File: src/rtl/char_mem_pkg.sv
// -----------------------------------------------------------------------------
// char_mem_pkg
// Shared constants, FSM state type and glyph bit-ordering helpers for the
// character memory controller.
//
// Bit ordering of a glyph: bit index k walks the 4x5 glyph in raster order,
// left to right then top to bottom. Column x = k % 4, row y = k / 4, and the
// pixel value comes from glyph bit (19 - k), so bit 19 is the top-left pixel.
// -----------------------------------------------------------------------------
package char_mem_pkg;

   localparam int NUM_CHARS  = 36;
   localparam int GLYPH_W    = 4;
   localparam int GLYPH_H    = 5;
   localparam int GLYPH_BITS = GLYPH_W * GLYPH_H;

   localparam int CHAR_W = 6;   // glyph index width
   localparam int K_W    = 5;   // bit counter width (0..19)
   localparam int X_W    = 2;   // column address width
   localparam int Y_W    = 3;   // row address width

   typedef enum logic {
      IDLE = 1'b0,
      LOAD = 1'b1
   } ld_state_e;

   function automatic logic [X_W-1:0] bit_x(input logic [K_W-1:0] k);
      return X_W'(int'(k) % GLYPH_W);
   endfunction

   function automatic logic [Y_W-1:0] bit_y(input logic [K_W-1:0] k);
      return Y_W'(int'(k) / GLYPH_W);
   endfunction

   function automatic logic [K_W-1:0] bit_idx(input logic [K_W-1:0] k);
      return K_W'(GLYPH_BITS - 1 - int'(k));
   endfunction

endpackage

File: src/rtl/char_mem_ctrl_glyph_bit_seq.sv
// -----------------------------------------------------------------------------
// glyph_bit_seq
// Bit sequencer for a glyph load: holds the bit counter k and turns it into
// the array column/row address, the glyph bit to write and a last-bit flag.
//
// Ports:
//   clock    in   system clock
//   rst      in   synchronous, active-high reset
//   clr_i    in   restart the sequence at k = 0 (wins over en_i)
//   en_i     in   advance to the next bit (one array write happened)
//   glyph_i  in   latched 20-bit glyph bitmap, bit 19 = top-left
//   x_o      out  column of bit k
//   y_o      out  row of bit k
//   bit_o    out  pixel value of bit k
//   last_o   out  k is the final bit of the glyph
// -----------------------------------------------------------------------------
module glyph_bit_seq
   import char_mem_pkg::*;
(
   input  logic                  clock,
   input  logic                  rst,
   input  logic                  clr_i,
   input  logic                  en_i,
   input  logic [GLYPH_BITS-1:0] glyph_i,
   output logic [X_W-1:0]        x_o,
   output logic [Y_W-1:0]        y_o,
   output logic                  bit_o,
   output logic                  last_o
);

   logic [K_W-1:0] k_q, k_d;

   always_comb begin
      k_d = k_q;
      if (clr_i) begin
         k_d = '0;
      end else if (en_i) begin
         k_d = k_q + K_W'(1);
      end
   end

   // NOTE: sequential state is only ever assigned with <= so every flop
   // samples the values from before the edge, regardless of block order.
   always_ff @(posedge clock) begin
      if (rst) begin
         k_q <= '0;
      end else begin
         k_q <= k_d;
      end
   end

   assign x_o    = bit_x(k_q);
   assign y_o    = bit_y(k_q);
   assign bit_o  = glyph_i[bit_idx(k_q)];
   assign last_o = (k_q == K_W'(GLYPH_BITS - 1));

endmodule

File: src/rtl/char_mem_ctrl.sv
// -----------------------------------------------------------------------------
// char_mem_ctrl
// Shares the single x/y/write port of the 36-glyph character array between
// the VGA renderer (one pixel read per cycle, always wins) and a glyph loader
// that rewrites a 4x5 glyph one bit per array write.
//
// Build option:
//   CHAR_MEM_CTRL_BLANK_GATE_EN  when defined, glyph writes only happen while
//                                blank = 1, so a half-written glyph is never
//                                displayed. When undefined, blank is ignored.
//
// Ports:
//   clock, rst      clock, synchronous active-high reset
//   blank           VGA blanking interval indicator
//   rd_req          renderer read request, with rd_char / rd_x / rd_y
//   rd_valid        rd_pixel holds the result of last cycle's read
//   rd_pixel        pixel value, 0 for out-of-range glyph or row
//   ld_valid        glyph load request, with ld_char / ld_glyph
//   ld_ready        controller is idle and can take a load
//   ld_done         one-cycle pulse after the last glyph bit is written
//   ld_err          one-cycle pulse after a load with ld_char >= 36
//   mem_write       array write strobe, with mem_sel (one-hot glyph) / mem_din
//   mem_x, mem_y    array column / row address (read or write)
//   mem_dout        array read data, one bit per glyph
// -----------------------------------------------------------------------------
module char_mem_ctrl
   import char_mem_pkg::*;
#(
   parameter int NUM_CHARS  = char_mem_pkg::NUM_CHARS,
   parameter int GLYPH_BITS = char_mem_pkg::GLYPH_BITS
) (
   input  logic                  clock,
   input  logic                  rst,
   input  logic                  blank,

   input  logic                  rd_req,
   input  logic [CHAR_W-1:0]     rd_char,
   input  logic [X_W-1:0]        rd_x,
   input  logic [Y_W-1:0]        rd_y,
   output logic                  rd_valid,
   output logic                  rd_pixel,

   input  logic                  ld_valid,
   output logic                  ld_ready,
   input  logic [CHAR_W-1:0]     ld_char,
   input  logic [GLYPH_BITS-1:0] ld_glyph,
   output logic                  ld_done,
   output logic                  ld_err,

   output logic                  mem_write,
   output logic [NUM_CHARS-1:0]  mem_sel,
   output logic [X_W-1:0]        mem_x,
   output logic [Y_W-1:0]        mem_y,
   output logic                  mem_din,
   input  logic [NUM_CHARS-1:0]  mem_dout
);

   // ---------------------------------------------------------------------------
   // Registers
   // ---------------------------------------------------------------------------
   ld_state_e               state_q, state_d;
   logic [CHAR_W-1:0]       char_q, char_d;
   logic [GLYPH_BITS-1:0]   glyph_q, glyph_d;
   logic                    ld_done_q, ld_done_d;
   logic                    ld_err_q, ld_err_d;

   logic                    rd_valid_q;
   logic [CHAR_W-1:0]       rd_char_q;
   logic [X_W-1:0]          rd_x_q;
   logic [Y_W-1:0]          rd_y_q;

   // Sequencer interface
   logic                    seq_clr;
   logic [X_W-1:0]          seq_x;
   logic [Y_W-1:0]          seq_y;
   logic                    seq_bit;
   logic                    seq_last;

   logic                    slot_gate;
   logic                    write_slot;
   logic                    ld_char_ok;

   // ---------------------------------------------------------------------------
   // Write-slot qualification: the renderer always owns the port when it asks.
   // ---------------------------------------------------------------------------
`ifdef CHAR_MEM_CTRL_BLANK_GATE_EN
   assign slot_gate = blank;
`else
   assign slot_gate = 1'b1;
`endif

   assign write_slot = (state_q == LOAD) && !rd_req && slot_gate;
   assign ld_char_ok = (int'(ld_char) < NUM_CHARS);

   glyph_bit_seq u_seq (
      .clock   (clock),
      .rst     (rst),
      .clr_i   (seq_clr),
      .en_i    (write_slot),
      .glyph_i (glyph_q),
      .x_o     (seq_x),
      .y_o     (seq_y),
      .bit_o   (seq_bit),
      .last_o  (seq_last)
   );

   // ---------------------------------------------------------------------------
   // Load FSM: next state and handshake
   // ---------------------------------------------------------------------------
   // NOTE: every signal driven here gets a default first, so no path through
   // the case statement can leave one unassigned and infer a latch.
   always_comb begin
      state_d   = state_q;
      char_d    = char_q;
      glyph_d   = glyph_q;
      seq_clr   = 1'b0;
      ld_done_d = 1'b0;
      ld_err_d  = 1'b0;
      ld_ready  = 1'b0;

      case (state_q)
         IDLE: begin
            ld_ready = 1'b1;
            if (ld_valid) begin
               if (ld_char_ok) begin
                  char_d  = ld_char;
                  glyph_d = ld_glyph;
                  seq_clr = 1'b1;
                  state_d = LOAD;
               end else begin
                  ld_err_d = 1'b1;
               end
            end
         end
         LOAD: begin
            // The final write of the glyph frees the controller for the next
            // cycle, so ld_done and ld_ready rise together.
            if (write_slot && seq_last) begin
               ld_done_d = 1'b1;
               state_d   = IDLE;
            end
         end
         default: begin
            state_d = IDLE;
         end
      endcase
   end

   always_ff @(posedge clock) begin
      if (rst) begin
         state_q    <= IDLE;
         ld_done_q  <= 1'b0;
         ld_err_q   <= 1'b0;
         rd_valid_q <= 1'b0;
      end else begin
         state_q    <= state_d;
         ld_done_q  <= ld_done_d;
         ld_err_q   <= ld_err_d;
         rd_valid_q <= rd_req;
      end
   end

   // NOTE: these hold only payload that is qualified by state or rd_valid, so
   // they are deliberately left out of reset.
   always_ff @(posedge clock) begin
      char_q  <= char_d;
      glyph_q <= glyph_d;
      if (rd_req) begin
         rd_char_q <= rd_char;
         rd_x_q    <= rd_x;
         rd_y_q    <= rd_y;
      end
   end

   // ---------------------------------------------------------------------------
   // Array port mux: read address, glyph write, or parked at zero
   // ---------------------------------------------------------------------------
   always_comb begin
      mem_write = 1'b0;
      mem_sel   = '0;
      mem_x     = '0;
      mem_y     = '0;
      mem_din   = 1'b0;
      if (rd_req) begin
         mem_x = rd_x;
         mem_y = rd_y;
      end else if (write_slot) begin
         mem_write = 1'b1;
         mem_sel   = NUM_CHARS'(1) << char_q;
         mem_x     = seq_x;
         mem_y     = seq_y;
         mem_din   = seq_bit;
      end
   end

   // ---------------------------------------------------------------------------
   // Read return: array data arrives the cycle after the address. An index
   // past the last glyph or a row below the glyph reads as background.
   // ---------------------------------------------------------------------------
   assign rd_valid = rd_valid_q;
   assign rd_pixel = rd_valid_q
                     && (int'(rd_char_q) < NUM_CHARS)
                     && (int'(rd_y_q) < GLYPH_H)
                     && mem_dout[rd_char_q];

   assign ld_done = ld_done_q;
   assign ld_err  = ld_err_q;

   // The column needs no late range check (all four columns exist), and blank
   // is only consulted when write gating is built in.
   logic unused_sig;
   assign unused_sig = ^{rd_x_q, blank};

endmodule

File: config.mk
export PLATFORM = sky130hd
export DESIGN_NAME = char_mem_ctrl
export DESIGN_NICKNAME = d
export VERILOG_FILES = /design/src/rtl/char_mem_pkg.sv /design/src/rtl/char_mem_ctrl_glyph_bit_seq.sv /design/src/rtl/char_mem_ctrl.sv
export SDC_FILE = /design/constraint.sdc
export NUM_CORES = 1
export LEC_CHECK = 0
export CAP_MARGIN = 10
export CORE_MARGIN = 1
export CORE_UTILIZATION = 39
export CTS_CLUSTER_DIAMETER = 60
export DETAILED_ROUTE_END_ITERATION = 6
export PLACE_DENSITY_LB_ADDON = 0.25
export SETUP_SLACK_MARGIN = 0.5
export SLEW_MARGIN = 25
export SYNTH_ARGS = -nofsm -noshare
export SYNTH_HDL_FRONTEND = slang
export SYNTH_SLANG_ARGS = --single-unit
File: constraint.sdc
create_clock -name clock -period 3.7 [get_ports clock]
set_clock_uncertainty 0.05 [all_clocks]
set_input_delay 0.74 -clock clock [delete_from_list [all_inputs] [get_ports clock]]
set_output_delay 0.74 -clock clock [all_outputs]
set_load 0.05 [all_outputs]
Word-level counts from Yosys, hierarchy flattened
Index checks and enable logic that the tools add are counted.
{"block": "totals", "in_bits": 78, "register_bits": 44}
{"block": "op_classes", "n_shift": 1, "reduce_logical": 10, "muxes": 22, "n_lt_le_gt_ge": 5, "eq_ne": 1, "n_addsub": 2, "bitwise": 2}
{"op": "2-to-1 mux 36 bit", "count": 2}
{"op": "left shift 1 x 6 -> 36 bit, first input constant", "count": 1}
{"op": "2-to-1 mux 1 bit", "count": 13}
{"op": "< comparator 6 bit, second input constant", "count": 2}
{"op": "< comparator 6 x 7 -> 1 bit, second input constant", "count": 1}
{"op": "binary-select mux 1 bit (select 6 bit)", "count": 1}
{"op": "< comparator 5 x 6 -> 1 bit, second input constant", "count": 1}
{"op": "2-to-1 mux 3 bit", "count": 2}
{"op": "adder 5 x 1 -> 5 bit, second input constant", "count": 1}
{"op": "binary-select mux 1 bit (select 5 bit)", "count": 1}
{"op": "equality test 5 bit, second input constant", "count": 1}
{"op": "logical AND 1 bit", "count": 5}
{"op": "subtractor 5 bit, first input constant", "count": 1}
{"op": "2-to-1 mux 2 bit", "count": 2}
{"op": "OR reduction 2 bit", "count": 2}
{"op": "< comparator 3 bit, second input constant", "count": 1}
{"op": "AND reduction 3 bit", "count": 1}
{"op": "OR reduction 3 bit", "count": 1}
{"op": "NOT 1 bit", "count": 2}
{"op": "case mux 1 bit (2 select lines)", "count": 1}
{"op": "logical NOT 1 bit", "count": 1}

Depth between registers and ports, before layout
{"block": "depth", "ltp_word": 5, "mapped_depth": 6}

By module
A second synthesis with hierarchy kept.
{"block": "hier_totals", "cells_unflattened": 194, "area_unflattened_um2": 2364.8}
{"mod": "char_mem_ctrl", "instances": 1, "cells_per_inst": 154, "area_per_inst_um2": 1931.9, "seq_area_each_um2": 1131.1}
{"mod": "glyph_bit_seq", "instances": 1, "cells_per_inst": 40, "area_per_inst_um2": 432.9, "seq_area_each_um2": 100.1}

Worst setup path after synthesis
Ideal clock, no wire load.
{"block": "synth_path", "path_type": "input-to-output", "start": "input port rd_req", "end": "output port mem_sel[20]", "path_buffers": 0, "arrival_time_ns": 2.808, "cell_stages": 5, "slack_ns": 0.102, "cell_sequence": "nand2b_1 -> inv_2 -> nand3b_1 -> or2_2 -> nor3_1"}
{"block": "synth_via", "elab_chain_len": 4}
{"element": "start: declaration", "line_no": "char_mem_ctrl.sv:36", "source": "input logic rd_req,"}
{"element": "logical NOT 1 bit", "line_no": "char_mem_ctrl.sv:92", "source": "assign write_slot = (state_q == LOAD) && !rd_req && slot_gate;"}
{"element": "logical AND 1 bit", "line_no": "char_mem_ctrl.sv:92"}
{"element": "2-to-1 mux 36 bit", "line_no": "char_mem_ctrl.sv:187", "source": "end else if (write_slot) begin"}
{"element": "2-to-1 mux 36 bit (*)", "line_no": "char_mem_ctrl.sv:184", "source": "if (rd_req) begin"}
{"element": "end: declaration", "line_no": "char_mem_ctrl.sv:51", "source": "output logic [NUM_CHARS-1:0] mem_sel,"}
Every way passes the cells marked *; elsewhere a longest branch is shown, timed or not.

Final worst setup path
{"block": "layout_path", "start": "input port mem_dout[27]", "end": "output port rd_pixel"}
{"block": "layout_via", "elab_chain_len": 3}
{"element": "start: declaration", "line_no": "char_mem_ctrl.sv:55", "source": "input logic [NUM_CHARS-1:0] mem_dout"}
{"element": "binary-select mux 1 bit (select 6 bit)", "line_no": "char_mem_ctrl.sv:204", "source": "&& mem_dout[rd_char_q];"}
{"element": "2-to-1 mux 1 bit (implied by the code)", "line_no": "char_mem_ctrl.sv:204"}
{"element": "logical AND 1 bit", "line_no": "char_mem_ctrl.sv:204"}
{"element": "end: declaration", "line_no": "char_mem_ctrl.sv:41", "source": "output logic rd_pixel,"}
No other way between the ends. The select of a mux whose other input is x is not followed.

==> impl_metrics.json <==
{
  "status": "complete, no violations",
  "synth-warning-count": 0,
  "crit_fanout": 1,
  "cp-end-kind": "primary output",
  "grtUsageTotal_pct": 20.84,
  "slew_violations": 0,
  "nets": 412,
  "h-tree-depth": 2,
  "route.met3.wl_um": 326,
  "timing.rr.start": "state_q",
  "p_sw_share_pct": 23.87,
  "min_period_ns": 3.158,
  "critPathRequiredTime_ns": 2.91,
  "grt.overflow.total": 0,
  "grt_setup_unrepaired": "no",
  "vias_per_cell": 5.129,
  "grt_pass1_wl_mm": 10.07,
  "num_vias": 2072,
  "ys_seq_area_share_pct": 52.15,
  "grt_pass1_vias": 2109,
  "tightest_slew_ns": 0.5445,
  "min_from": "u_seq.k_q[4]",
  "cts_tree": "yes",
  "min_period_over_period_pct": 85.34,
  "dieArea_sq_mm": 0.006369,
  "dp.final_hpwl_mm": 5.091,
  "area_growth_pct": 79.39,
  "synth_top_cells_by_count": "38 x nor2_1, 35 x edfxtp_1, 18 x nand2_1",
  "grt_antenna_before_repair": 0,
  "wl_per_cell_um": 15.84,
  "path_clk_slew_ns": 0.08,
  "die_h_um": 79.81,
  "clock_power_share_pct": 27.5,
  "top_layer_used": "met4",
  "grt_max_degree": 29,
  "max_freq_mhz": 316.7,
  "numPortBuffers": 124,
  "cts_buffers": 5,
  "syn-num-nets": 285,
  "drtAntennaViolNets": 0,
  "die_x_um": 79.81,
  "synth.ff_latch_count": 44,
  "m1WireLength_mm": 2.431,
  "synth_cell_types": 38,
  "diodes": 0,
  "synth_edf_count": 35,
  "synth.most_common_cell": "nor2_1",
  "start_kind": "input port",
  "p_int_uw": 843.8,
  "synth_area_sq_mm": 0.002361,
  "drive_gt1_share_pct": 25.90,
  "finalSetupViolCount": 0,
  "synth_top_area_share_pct": 44.52,
  "core_region_area_sq_mm": 0.005675,
  "cts_hold_buf": 0,
  "hold_viol": 0,
  "worstSetupPathType": "in2out",
  "async_flop_share_pct": 0,
  "hp-class": "reg2reg",
  "drv_cap": 0,
  "cts_num_sinks": 44,
  "cts.path.max_buffers": 2,
  "worstPathArrival_ns": 2.37,
  "drt-total-wl_mm": 6.401,
  "avgSynthCellArea_sq_um": 11.57,
  "yosysTopAreaCell": "edfxtp_1",
  "clk_latency_ns": 0.29,
  "ir_worst_vdd_mv": 0.2795,
  "power.switching_uw": 264.5,
  "fin_util_pct": 74.63,
  "num_rows": 27,
  "gp_congestion": 0.7191,
  "start_util_pct": 41.60,
  "totalPowerFinal_uw": 1108,
  "setup_tns_ns": 0,
  "p_per_area_mw_per_mm2": 261.7,
  "drt-initial-drc-count": 77,
  "relSlewSlack_pct": 63.59,
  "power_leakage_uw": 0.001579,
  "synth_cells": 204,
  "synth.area.top_cells": "edfxtp_1 45%, dfxtp_1 7.6%, mux4_2 6.7%, nor2_1 6.0%, mux4_1 5.6%",
  "seqPwrFrac_pct": 52.9,
  "drc": 0,
  "p_comb_share_pct": 19.5,
  "cts_root_buffer": "clkbuf_8",
  "first_pass_iters": 4,
  "wl_met2_mm": 3.469,
  "synth_flop_cell": "edfxtp_1",
  "num_io_pins": 126,
  "critPathLaunch": "mem_dout[27]"
}
final timing paths:
| path | slack (ns) | cells past startpoint | end |
|---|---|---|---|
| worst min register to register | 0.56 | 2 | u_seq.k_q[4] |
| worst max-delay path | 0.54 | 6 | rd_pixel |
| worst max register to register | 2.12 | 5 | u_seq.k_q[1] |
| worst min-delay path | 0.56 | 2 | u_seq.k_q[4] |
layout make-up:
class | count | area [sq um]
Inverter | 4 | 15.01
Sequential cell | 44 | 1231
Multi-Input combinational cell | 147 | 1139
Clock buffer | 7 | 86.33
Tap cell | 72 | 90.09
Timing Repair Buffer | 129 | 1667
Clock inverter | 1 | 7.507
Fill cell | 382 | 1440
worst max-delay path: stages:
cell	delay, ns
clkdlybuf4s50_1	0.41
mux4_2	0.49
a22o_1	0.26
a211oi_2	0.17
o41ai_2	0.10
buf_4	0.19
registers in the layout, indices dropped and copies added, names as in the netlist:
signal,flops
u_seq.k_q,5
rd_char_q,6
ld_done,1
rd_y_q,3
ld_err,1
char_q,6
state_q,1
rd_valid,1
glyph_q,20
metal layers:
metal / global-route usage [%] / vias up
li1: - / 1004
met1: 23.62 / 974
met2: 38.63 / 78
met3: 4.000 / 16
met4: 7.321 / 0
met5: 0 / -
per-stage QoR:
stage               hold slack [ns]  cells  area [sq um]  worst slack, ns
floorplan                    0.4817    204          2376           0.4782
global placement             0.5278    395          4060           0.3856
detailed placement           0.5340    395          4060           0.3505
CTS                          0.5613    403          4183           0.5031
global route                 0.6002    404          4235           0.5175
finish                       0.5629    404          4235           0.5424
cells by family after synthesis:
group,Yosys count,share of synthesized area [%]
buffers and inverters,13,2.596
DFF,44,52.15
xor gates and xnor gates,5,1.855
AOI/OAI and AO/OA,19,5.565
adders and majority gates,3,1.590
muxes,16,13.94
and+or+nand+nor,104,22.31
timing repair:
item	CTS	global route
endpoints found under the setup margin	6	21
cloned	0	0
endpoints found under the hold margin	0	0
resized for setup	11	15
pin swaps	0	7
setup buffers	0	1
cells in the final DEF, fill, tap and decap left out, types with 2 or more instances in the layout:
master and count:
nand2_1 18, clkdlybuf4s50_1 71, a21oi_1 4, inv_1 3, buf_12 38, dfxtp_1 9, o21ai_0 5, mux4_1 3
mux2i_1 4, nor3_2 4, nor3_1 4, nor2b_1 2, nand2b_1 11, clkbuf_8 6, edfxtp_1 35, nand3b_1 5
a22o_1 2, xnor2_1 3, buf_4 11, ha_1 3, nand4_1 3, nor2_1 34, nor2_2 3, nand3_1 5
and2_1 2, o31ai_1 2, dlymetal6s2s_1 9, xor2_1 2, mux4_2 9, or2_4 2
power by group through the flow:
stage | sequential (uW) | combinational (uW) | clock (uW)
floorplan | 588 | 104 | 0
global placement | 595 | 208 | 0
detailed placement | 597 | 214 | 0
CTS | 586 | 219 | 310
global route | 591 | 232 | 332
finish | 587 | 217 | 305
No activity file was read; power rests on OpenSTA's default activity.
